## src/rtl/min_hour_counter.sv

```systemverilog
// min_hour_counter: minutes/hours timekeeping stage fed by the seconds counter.
// Counts minutes (0-59) and hours (0-23) on rising edges of one_min, provides a
// RUN -> SET_HOUR -> SET_MIN user time-set FSM with increment button, a one-day
// carry pulse, a blink enable for the field being set, and a one-cycle
// active-low seconds-clear strobe when leaving SET_MIN.
// Optional build macro: TWELVE_HOUR_EN (12-hour display encoding plus pm flag).
module min_hour_counter #(
  parameter int BLINK_DIV = 25000000,
  parameter int INIT_HOUR = 0,
  parameter int INIT_MIN  = 0
) (
  input  logic       clk,
  input  logic       reset,
  input  logic       one_min,
  input  logic       mode_btn,
  input  logic       inc_btn,
  output logic [5:0] minute,
  output logic [4:0] hour,
  output logic       pm,
  output logic [1:0] set_state,
  output logic       blink,
  output logic       one_day,
  output logic       sec_clr_n
);

  localparam int CNT_W = (BLINK_DIV > 2) ? $clog2(BLINK_DIV) : 1;
  localparam logic [CNT_W-1:0] CNT_LAST = CNT_W'(BLINK_DIV - 1);
  localparam logic [4:0] INIT_HOUR_V = 5'(INIT_HOUR);
  localparam logic [5:0] INIT_MIN_V  = 6'(INIT_MIN);

  typedef enum logic [1:0] {
    ST_RUN      = 2'b00,
    ST_SET_HOUR = 2'b01,
    ST_SET_MIN  = 2'b10
  } state_t;

  // Edge-detect pipeline: one sample stage plus the previous sample
  logic one_min_cur_q, one_min_prev_q;
  logic mode_cur_q, mode_prev_q;
  logic inc_cur_q, inc_prev_q;

  logic min_ev, mode_ev, inc_ev;

  state_t           state_q, state_d;
  logic [5:0]       minute_q, minute_d;
  logic [4:0]       hour_q, hour_d;
  logic             one_day_q, one_day_d;
  logic             sec_clr_n_q, sec_clr_n_d;
  logic             blink_q, blink_d;
  logic [CNT_W-1:0] blink_cnt_q, blink_cnt_d;

  assign min_ev  = one_min_cur_q & ~one_min_prev_q;
  assign mode_ev = mode_cur_q & ~mode_prev_q;
  assign inc_ev  = inc_cur_q & ~inc_prev_q;

  // Sample the three inputs and keep the previous sample for rising-edge detection
  always_ff @(posedge clk) begin
    if (!reset) begin
      one_min_cur_q  <= 1'b0;
      one_min_prev_q <= 1'b0;
      mode_cur_q     <= 1'b0;
      mode_prev_q    <= 1'b0;
      inc_cur_q      <= 1'b0;
      inc_prev_q     <= 1'b0;
    end else begin
      one_min_cur_q  <= one_min;
      one_min_prev_q <= one_min_cur_q;
      mode_cur_q     <= mode_btn;
      mode_prev_q    <= mode_cur_q;
      inc_cur_q      <= inc_btn;
      inc_prev_q     <= inc_cur_q;
    end
  end

  // Next-state logic: FSM transitions, time arithmetic, strobes and blink timing
  always_comb begin
    state_d     = state_q;
    minute_d    = minute_q;
    hour_d      = hour_q;
    one_day_d   = 1'b0;
    sec_clr_n_d = 1'b1;
    blink_d     = blink_q;
    blink_cnt_d = blink_cnt_q;

    case (state_q)
      ST_RUN: begin
        // A mode edge does not block a coincident minute tick
        if (min_ev) begin
          if (minute_q == 6'd59) begin
            minute_d = 6'd0;
            if (hour_q == 5'd23) begin
              hour_d    = 5'd0;
              one_day_d = 1'b1;
            end else begin
              hour_d = hour_q + 5'd1;
            end
          end else begin
            minute_d = minute_q + 6'd1;
          end
        end
        if (mode_ev) begin
          state_d = ST_SET_HOUR;
        end
      end
      ST_SET_HOUR: begin
        // Mode wins over a coincident inc; one_min ticks are dropped here
        if (mode_ev) begin
          state_d = ST_SET_MIN;
        end else if (inc_ev) begin
          hour_d = (hour_q == 5'd23) ? 5'd0 : hour_q + 5'd1;
        end
      end
      ST_SET_MIN: begin
        if (mode_ev) begin
          state_d     = ST_RUN;
          sec_clr_n_d = 1'b0;
        end else if (inc_ev) begin
          minute_d = (minute_q == 6'd59) ? 6'd0 : minute_q + 6'd1;
        end
      end
      default: begin
        state_d = ST_RUN;
      end
    endcase

    // Blink phase restarts on every state change and idles in RUN
    if (state_d != state_q) begin
      blink_cnt_d = '0;
      blink_d     = 1'b0;
    end else if (state_q == ST_RUN) begin
      blink_cnt_d = '0;
      blink_d     = 1'b0;
    end else if (blink_cnt_q == CNT_LAST) begin
      blink_cnt_d = '0;
      blink_d     = ~blink_q;
    end else begin
      blink_cnt_d = blink_cnt_q + 1'b1;
    end
  end

  // State and output registers; reset forces RUN with INIT time and idle strobes
  always_ff @(posedge clk) begin
    if (!reset) begin
      state_q     <= ST_RUN;
      minute_q    <= INIT_MIN_V;
      hour_q      <= INIT_HOUR_V;
      one_day_q   <= 1'b0;
      sec_clr_n_q <= 1'b1;
      blink_q     <= 1'b0;
      blink_cnt_q <= '0;
    end else begin
      state_q     <= state_d;
      minute_q    <= minute_d;
      hour_q      <= hour_d;
      one_day_q   <= one_day_d;
      sec_clr_n_q <= sec_clr_n_d;
      blink_q     <= blink_d;
      blink_cnt_q <= blink_cnt_d;
    end
  end

`ifdef TWELVE_HOUR_EN
  logic [4:0] hour_disp_q;
  logic       pm_q;

  // Map the 0-23 internal hour onto the 1-12 display range
  function automatic logic [4:0] to_12h(input logic [4:0] h);
    if (h == 5'd0) begin
      return 5'd12;
    end else if (h > 5'd12) begin
      return h - 5'd12;
    end else begin
      return h;
    end
  endfunction

  // Register the 12-hour view from the next internal hour so it lines up with minute
  always_ff @(posedge clk) begin
    if (!reset) begin
      hour_disp_q <= to_12h(INIT_HOUR_V);
      pm_q        <= (INIT_HOUR_V >= 5'd12);
    end else begin
      hour_disp_q <= to_12h(hour_d);
      pm_q        <= (hour_d >= 5'd12);
    end
  end

  assign hour = hour_disp_q;
  assign pm   = pm_q;
`else
  assign hour = hour_q;
  assign pm   = 1'b0;
`endif

  assign minute    = minute_q;
  assign set_state = state_q;
  assign blink     = blink_q;
  assign one_day   = one_day_q;
  assign sec_clr_n = sec_clr_n_q;

endmodule
```

## config.mk

```make
export PLATFORM = sky130hd
export DESIGN_NAME = min_hour_counter
export DESIGN_NICKNAME = d
export VERILOG_FILES = /design/src/rtl/min_hour_counter.sv
export SDC_FILE = /design/constraint.sdc
export NUM_CORES = 1
export LEC_CHECK = 0
export ABC_AREA = 1
export CORE_MARGIN = 2
export CORE_UTILIZATION = 45
export CTS_CLUSTER_DIAMETER = 50
export DETAILED_ROUTE_END_ITERATION = 6
export PLACE_DENSITY = 0.66
export SETUP_SLACK_MARGIN = 0.5
export SLEW_MARGIN = 20
export SYNTH_ARGS = -nofsm -noshare
export SYNTH_HDL_FRONTEND = slang
export SYNTH_SLANG_ARGS = --single-unit
```

## constraint.sdc

```tcl
create_clock -name clk -period 1.27 [get_ports clk]
set_input_delay 0.1905 -clock clk [delete_from_list [all_inputs] [get_ports clk]]
set_output_delay 0.1905 -clock clk [all_outputs]
set_load 0.02 [all_outputs]
```

==> flow_summary_export.csv <==
group,metric,value,unit
cells_and_area,drive_gt1_frac,0.4892,
sta,period_share,1.038,
grt,grt_pass1_wl,11.38,mm
clock_network,clock_path_buffers,2,
yosys,async_flop_share,0,
floorplanning,io_pins,22,
routing,wire_per_inst,13.55,um
placed_design,routabilityCongestion,0.8536,
yosys,synth.avg_cell_area,6.528,um2
clock_network,cts_tree,"yes",
power,intPower,2.261,mW
yosys,syn_area,0.002461,mm2
power,clkPwrFrac,0.399,
worst_hold_path,hold_class,"input pin to flop",
yosys,yosysWarnings,0,
sta,hold_viol_final,0,
run_status,violations,"setup timing",
routing,vias,2713,
placed_design,dp_cells,500,
setup_path,cp_max_fo,5,
clock_network,cts_root_buffer,"clkbuf_8",
power,switching_share,0.2472,
clock_network,ctsHoldBuffers,0,
cells_and_area,fin_nets,469,
power,powerDensity,755.7,mW/mm2
floorplanning,floorplan.initialDensity,0.4728,
clock_network,cts_max_level,2,
routing,wl_met2,3.552,mm
yosys,yosysMostFrequentCell,"nand2_1",
floorplanning,core_area,0.005205,mm2
worst_hold_path,holdPathStages,4,
routing,top_layer_used,"met4",
clock_network,clkSlewWorstSetupHoldPaths,0.09,ns
sta,fin_hold_ws,0.3313,ns
yosys,yosysSeqAreaShare,0.3823,
floorplanning,die_h,77.96,um
placed_design,dpl.hpwl,4.435,mm
setup_path,cp_data_arrival_time,1.56,ns
grt,grt_pass1_vias,2532,
yosys,ys_ff_latch,47,
setup_path,reg2reg_depth,7,
yosys,synth_cells,377,
placed_design,portBuffers,20,
cells_and_area,area_delta_synth_final,61.46,%
clock_network,clock_latency,0.30,ns
routing,drc,0,
sta,rsz0062_at_grt,"yes",
routing,detail_route.iter0.violations,127,
floorplanning,die_w,77.96,um
sta,tns,-0.8073,ns
yosys,synth.area.top_cells,"dfxtp_1 38%, nand2_1 16%, nor2_1 10%",
routing,drtPass1Iterations,4,
floorplanning,die_area,0.006077,mm2
routing,wl_met1,3.245,mm
flow_run,cap_viol_max_count,0,
yosys,syn-num-nets,385,
power,leakagePower,1.500,nW
sta,finalClockSkew,0.007799,ns
sta,fmax,0.7585,GHz
routing,drt-total-wl,7.210,mm
routing,antenna_left,0,
power,p_seq_frac,0.498,
setup_path,startpoint_type,"flop",
clock_network,cts.sink_count,47,
power,comb_power_share,0.103,
sta,finalWorstSetupSlack,-0.04842,ns
setup_path,critical_path_class,"flop to flop",
sta,setup_viol,29,
cells_and_area,instances_no_fill,532,
routing,via_per_inst,5.100,
setup_path,endpoint_kind,"flop",
cells_and_area,finish.utilization,0.7635,
power,ir_drop,548.2,uV
yosys,synthTopCellsByCount,"104 x nand2_1, 67 x nor2_1, 47 x dfxtp_1",
yosys,synth_flop_cell,"dfxtp_1",
grt,grt_overflow,0,
sta,finalCriticalPeriod,1.318,ns
yosys,synth_edf_count,0,
sta,drv_slew,0,
yosys,synth_cell_type_count,27,
grt,grt_usage,0.2347,
routing,wl_met3,314,um
yosys,yosysTopAreaCell,"dfxtp_1",
floorplanning,rows,26,
cells_and_area,n_antenna_cell,0,
grt,grt_max_degree,16,
setup_path,cp.required,1.51,ns
run_status,status,"finished with violations",
clock_network,cts-buffers-inserted,5,
yosys,synth_top_area_frac,0.3823,
power,p_switching,742.4,uW
grt,antenna_found_initial,0,
-- flip-flops by register name, summed over array words and instances (netlist names), 2 cells and up --
register     flops
blink_cnt_q     25
hour             5
minute           6
set_state        2
-- worst max-delay path: stages (launching register included) --
cell and delay, ns:
dfxtp_4 0.38, ha_4 0.15, nand3_4 0.07, nor2_4 0.18
nor2_4 0.06, nor2_4 0.20, nand2_2 0.07, a21oi_2 0.13
-- cells by family after synthesis --
family,count (synthesis),share of synthesized area
and+or+nand+nor,234,0.4169
DFF,47,0.3823
other,1,0.001524
xor gates and xnor gates,10,0.03559
AOI/OAI and AO/OA,30,0.06100
buffers and inverters,52,0.08744
adders and majority gates,3,0.01525
-- power by group through the flow --
stage / combinational, mW / sequential [mW] / clock, mW
6_report: 0.308 / 1.50 / 1.20
3_5_place_dp: 0.167 / 1.54 / 0
5_1_grt: 0.330 / 1.50 / 1.27
4_1_cts: 0.251 / 1.50 / 1.21
3_3_place_gp: 0.165 / 1.54 / 0
2_1_floorplan: 0.0947 / 1.55 / 0
-- cells in the final DEF, fill, tap and decap left out, types with 6 or more instances in the layout --
| cell type | instances |
|---|---|
| nand2_1 | 89 |
| buf_4 | 48 |
| nor2_1 | 41 |
| inv_1 | 37 |
| buf_6 | 27 |
| dfxtp_2 | 20 |
| a21oi_2 | 18 |
| nor2_4 | 17 |
| nor2_2 | 16 |
| nand2_2 | 15 |
| nand3_1 | 15 |
| dfxtp_1 | 15 |
| dfxtp_4 | 12 |
| nand3_2 | 10 |
| nand4_1 | 8 |
| nand2_4 | 6 |
| a21oi_1 | 6 |
| clkbuf_8 | 6 |
-- area by class of cell --
class                           instances  area [um2]
Inverter                               46       187.7
Timing Repair Buffer                   82       779.5
Clock buffer                            6       82.58
Fill cell                             375        1231
Sequential cell                        47        1011
Multi-Input combinational cell        279        1787
Tap cell                               70       87.58
Clock inverter                          2       38.79
-- timing repair --
item                                    in CTS  in global routing
setup buffers                               13                  8
cloned                                       2                  1
resized for setup                          157                 70
pin swaps                                   27                 26
endpoints found under the setup margin      63                 63
-- path summary, 6_finish.rpt --
path	to	slack, ns	startpoint
max reg2reg	hour[4]$_SDFFE_PN0P_	-0.05	minute[0]$_SDFFE_PN0P_
max	hour[4]$_SDFFE_PN0P_	-0.05	minute[0]$_SDFFE_PN0P_
min	blink$_SDFFE_PP0P_	0.33	reset
min reg2reg	inc_prev_q$_SDFF_PN0_	0.46	inc_cur_q$_SDFF_PN0_
-- per-stage QoR --
| step | setup slack, ns | area (um2) | total power [mW] |
|---|---|---|---|
| final | -0.04842 | 3974 | 3.003 |
| after global routing | -0.1293 | 3974 | 3.097 |
| after CTS | -0.02616 | 3645 | 2.957 |
| after detailed placement | -0.05196 | 3168 | 1.711 |
| after global placement | -0.05294 | 3168 | 1.709 |
| after floorplan | 0.06287 | 2620 | 1.647 |
-- layer usage --
metal | vias up | track usage
met5 | - | 0
met4 | 0 | 0.06140
met3 | 8 | 0.03605
met2 | 62 | 0.4052
met1 | 1287 | 0.3054
li1 | 1356 | -
Power figures use the tool's default switching activity.
==> RTL edit, RTL diff (same settings) <==
Put one more register stage on the output `set_state`. The value now appears one clock later. The other outputs are not delayed to match.
--- a/src/rtl/min_hour_counter.sv
+++ b/src/rtl/min_hour_counter.sv
@@ -195,3 +195,5 @@
   assign minute    = minute_q;
-  assign set_state = state_q;
+  always_ff @(posedge clk) begin
+    set_state <= state_q;
+  end
   assign blink     = blink_q;
Function: changed (Yosys sat finds a counterexample within 4 cycles, from zero or initial values and one cycle with reset low).
==> RTL edit against the unedited design <==
Sequential power increased by 5%. Worst setup slack got worse by 0.064 ns. The flow still finishes with violations (negative setup slack). Clock skew increased by 0.0038 ns. Sequential cell count increased by 2. Wire length decreased by 2.3%. Maximum frequency decreased by 4.6%. Final area decreased by 1.4%. Utilization decreased by 4.8 points. Critical endpoint is now blink_cnt_q[8]$_SDFF_PP0_. Synthesized area increased by 2.9%. Hold slack improved by 0.066 ns. Global-route usage decreased by 1.1 points. Count of clock-buffer cells in the layout decreased by 1. Total power increased by 2.8%. Largest cell class unchanged.
==> RTL edit: results (changes against the unedited design) <==
[global_route]
antenna_found_initial = 0  ; unchanged
grt_pass1_wl_um = 11200  ; -1.6%
grt_pass1_vias = 2522  ; -0.39%
gr-usage-all-layers = 0.223  ; -0.0113
grt_start_max_net_pins = 17  ; +1

[finish]
drive_gt1_frac = 0.482  ; -0.00680
nNetsFinal = 461  ; -1.7%
multiInputGateArea_mm2 = 0.00180  ; +0.98%
largest_register_ffs = 25  ; unchanged
fillers = 435  ; +16%

[synth]
synthTopCellsByCount = nand2_1, nor2_1, dfxtp_1, inv_1, nand3_1
avgSynthCellArea_um2 = 6.85  ; +4.9%
synth_flop_cell = dfxtp_1
synth_cell_types = 35  ; +30%
async_reset_ff_frac = 0  ; unchanged
synthXorXnorAreaFrac = 0.0415  ; +0.00589
synth_area_leaders = dfxtp_1, nand2_1, nor2_1
syn_nets = 378  ; -1.8%
synth_compound_area_frac = 0.0632  ; +0.00220
ys_seq_area_frac = 0.387  ; +0.00485
synth_fa_ha_area_frac = 0.0148  ; -0.000437

[timing]
setup_slack_ns = -0.112  ; -0.0638 ns
tns_ns = -1.97  ; -1.16 ns
skew_ns = 0.0116  ; +0.00382 ns
setup_violations = 34  ; +17%
worst_hold_slack_ns = 0.398  ; +0.0665 ns

[detailed_routing]
drtIter0Drc = 132  ; +3.9%
drt-pass1-iter-count = 5  ; +1
drt-vias-per-instance = 5.11  ; +0.25%
routed_wl_um = 7040  ; -2.3%
wl_per_cell_um = 13.4  ; -1.2%

[worst_setup_path]
critical_path.max_fanout = 3  ; -2
r2r-start = blink_cnt_q[0]$_SDFF_PP0_
arrival_ns = 1.58  ; +0.02 ns
reg2reg_to = blink_cnt_q[8]$_SDFF_PP0_
reg2regPathDepth = 8  ; +1

[worst_hold_path]
hold_end = mode_cur_q$_SDFF_PN0_
worst_hold_startpoint = mode_btn
min_delay_path_depth = 3  ; -1

[outcome]
violations = negative setup slack
status = finished with violations

[power_and_ir_drop]
irDropWorstVdd_mv = 0.985  ; +80%
p_leak_uw = 0.00146  ; -2.4%

[clock_tree]
htreeDepth = 2  ; unchanged

[placement]
place.gp.congestion = 0.830  ; -2.8%
dp_hpwl_um = 4190  ; -5.6%
dp_slack_ns = -0.224  ; -0.172 ns
place_area_mm2 = 0.00323  ; +2.1%
dp_cells = 493  ; -1.4%

==> RTL edit: changes by cell type after synthesis, moves of 2 or more <==
| cell | delta |
|---|---|
| a21oi_1 | -9 |
| a21oi_2 | +4 |
| dfxtp_1 | +2 |
| inv_1 | -6 |
| nand2_1 | -2 |
| nand2_2 | -4 |
| nand3_1 | +2 |
| nand3b_1 | -2 |
| nor2_1 | -4 |
| nor2_2 | +3 |
| nor2_4 | +2 |
| o21ai_0 | -2 |
| xor2_1 | +2 |
==> RTL edit: worst max-delay path by stage <==
stage                                    startpoint                    endpoint  slack (ns)
final                     blink_cnt_q[0]$_SDFF_PP0_   blink_cnt_q[8]$_SDFF_PP0_       -0.11
after global routing      blink_cnt_q[0]$_SDFF_PP0_  blink_cnt_q[20]$_SDFF_PP0_       -0.18
after CTS                 blink_cnt_q[1]$_SDFF_PP0_  blink_cnt_q[24]$_SDFF_PP0_       -0.08
after detailed placement                      reset  blink_cnt_q[13]$_SDFF_PP0_       -0.22
after global placement                        reset  blink_cnt_q[21]$_SDFF_PP0_       -0.18
after floorplan           blink_cnt_q[1]$_SDFF_PP0_  blink_cnt_q[18]$_SDFF_PP0_        0.02
==> RTL edit: worst max-delay path, cell delays in order (launching register included) <==
cell and delay (ns):
dfxtp_2 0.37, ha_4 0.17, nand2_4 0.05, nor2_4 0.15
nand2_4 0.10, buf_4 0.14, buf_4 0.12, xor2_1 0.12
nor2_1 0.05
==> RTL edit: area by class of cell <==
type                    count  area share
clock buffers               5      0.0176
clock inverters             3      0.0118
inverters                  41      0.0399
multi-input cells         278       0.461
flip-flops and latches     49       0.267
well taps                  72      0.0230
repair buffers             78       0.180
==> RTL edit: per-layer routing <==
| metal | vias to the layer above | track usage | part of all wire |
|---|---|---|---|
| li1 | 1337 | - | - |
| met1 | 1277 | 0.308 | 0.44 |
| met2 | 62 | 0.364 | 0.50 |
| met3 | 13 | 0.0273 | 0.044 |
| met4 | 0 | 0.0724 | 0.018 |
| met5 | - | 0 | 0 |
==> RTL edit: logic make-up after synthesis <==
| kind of cell | count (synthesis) |
|---|---|
| buffers and inverters | 47 |
| XOR/XNOR | 12 |
| AO/OA/AOI/OAI | 27 |
| adder cells (fa/ha/maj) | 3 |
| other | 1 |
| flip-flops | 49 |
| AND/OR/NAND/NOR | 231 |
==> RTL edit: where the power goes <==
part	internal, µW	total [µW]	switching (µW)
Combinational	159	361	201
Sequential	1550	1580	33.1
Clock	590	1140	554
==> RTL edit: repair_timing <==
| item | 4_1_cts | 5_1_grt |
|---|---|---|
| setup buffers | 15 | 6 |
| cloned | 3 | 1 |
| resized for setup | 145 | 49 |
| setup endpoints to repair | 57 | 57 |
| hold buffers | 0 | 0 |
| pin swaps | 31 | 39 |
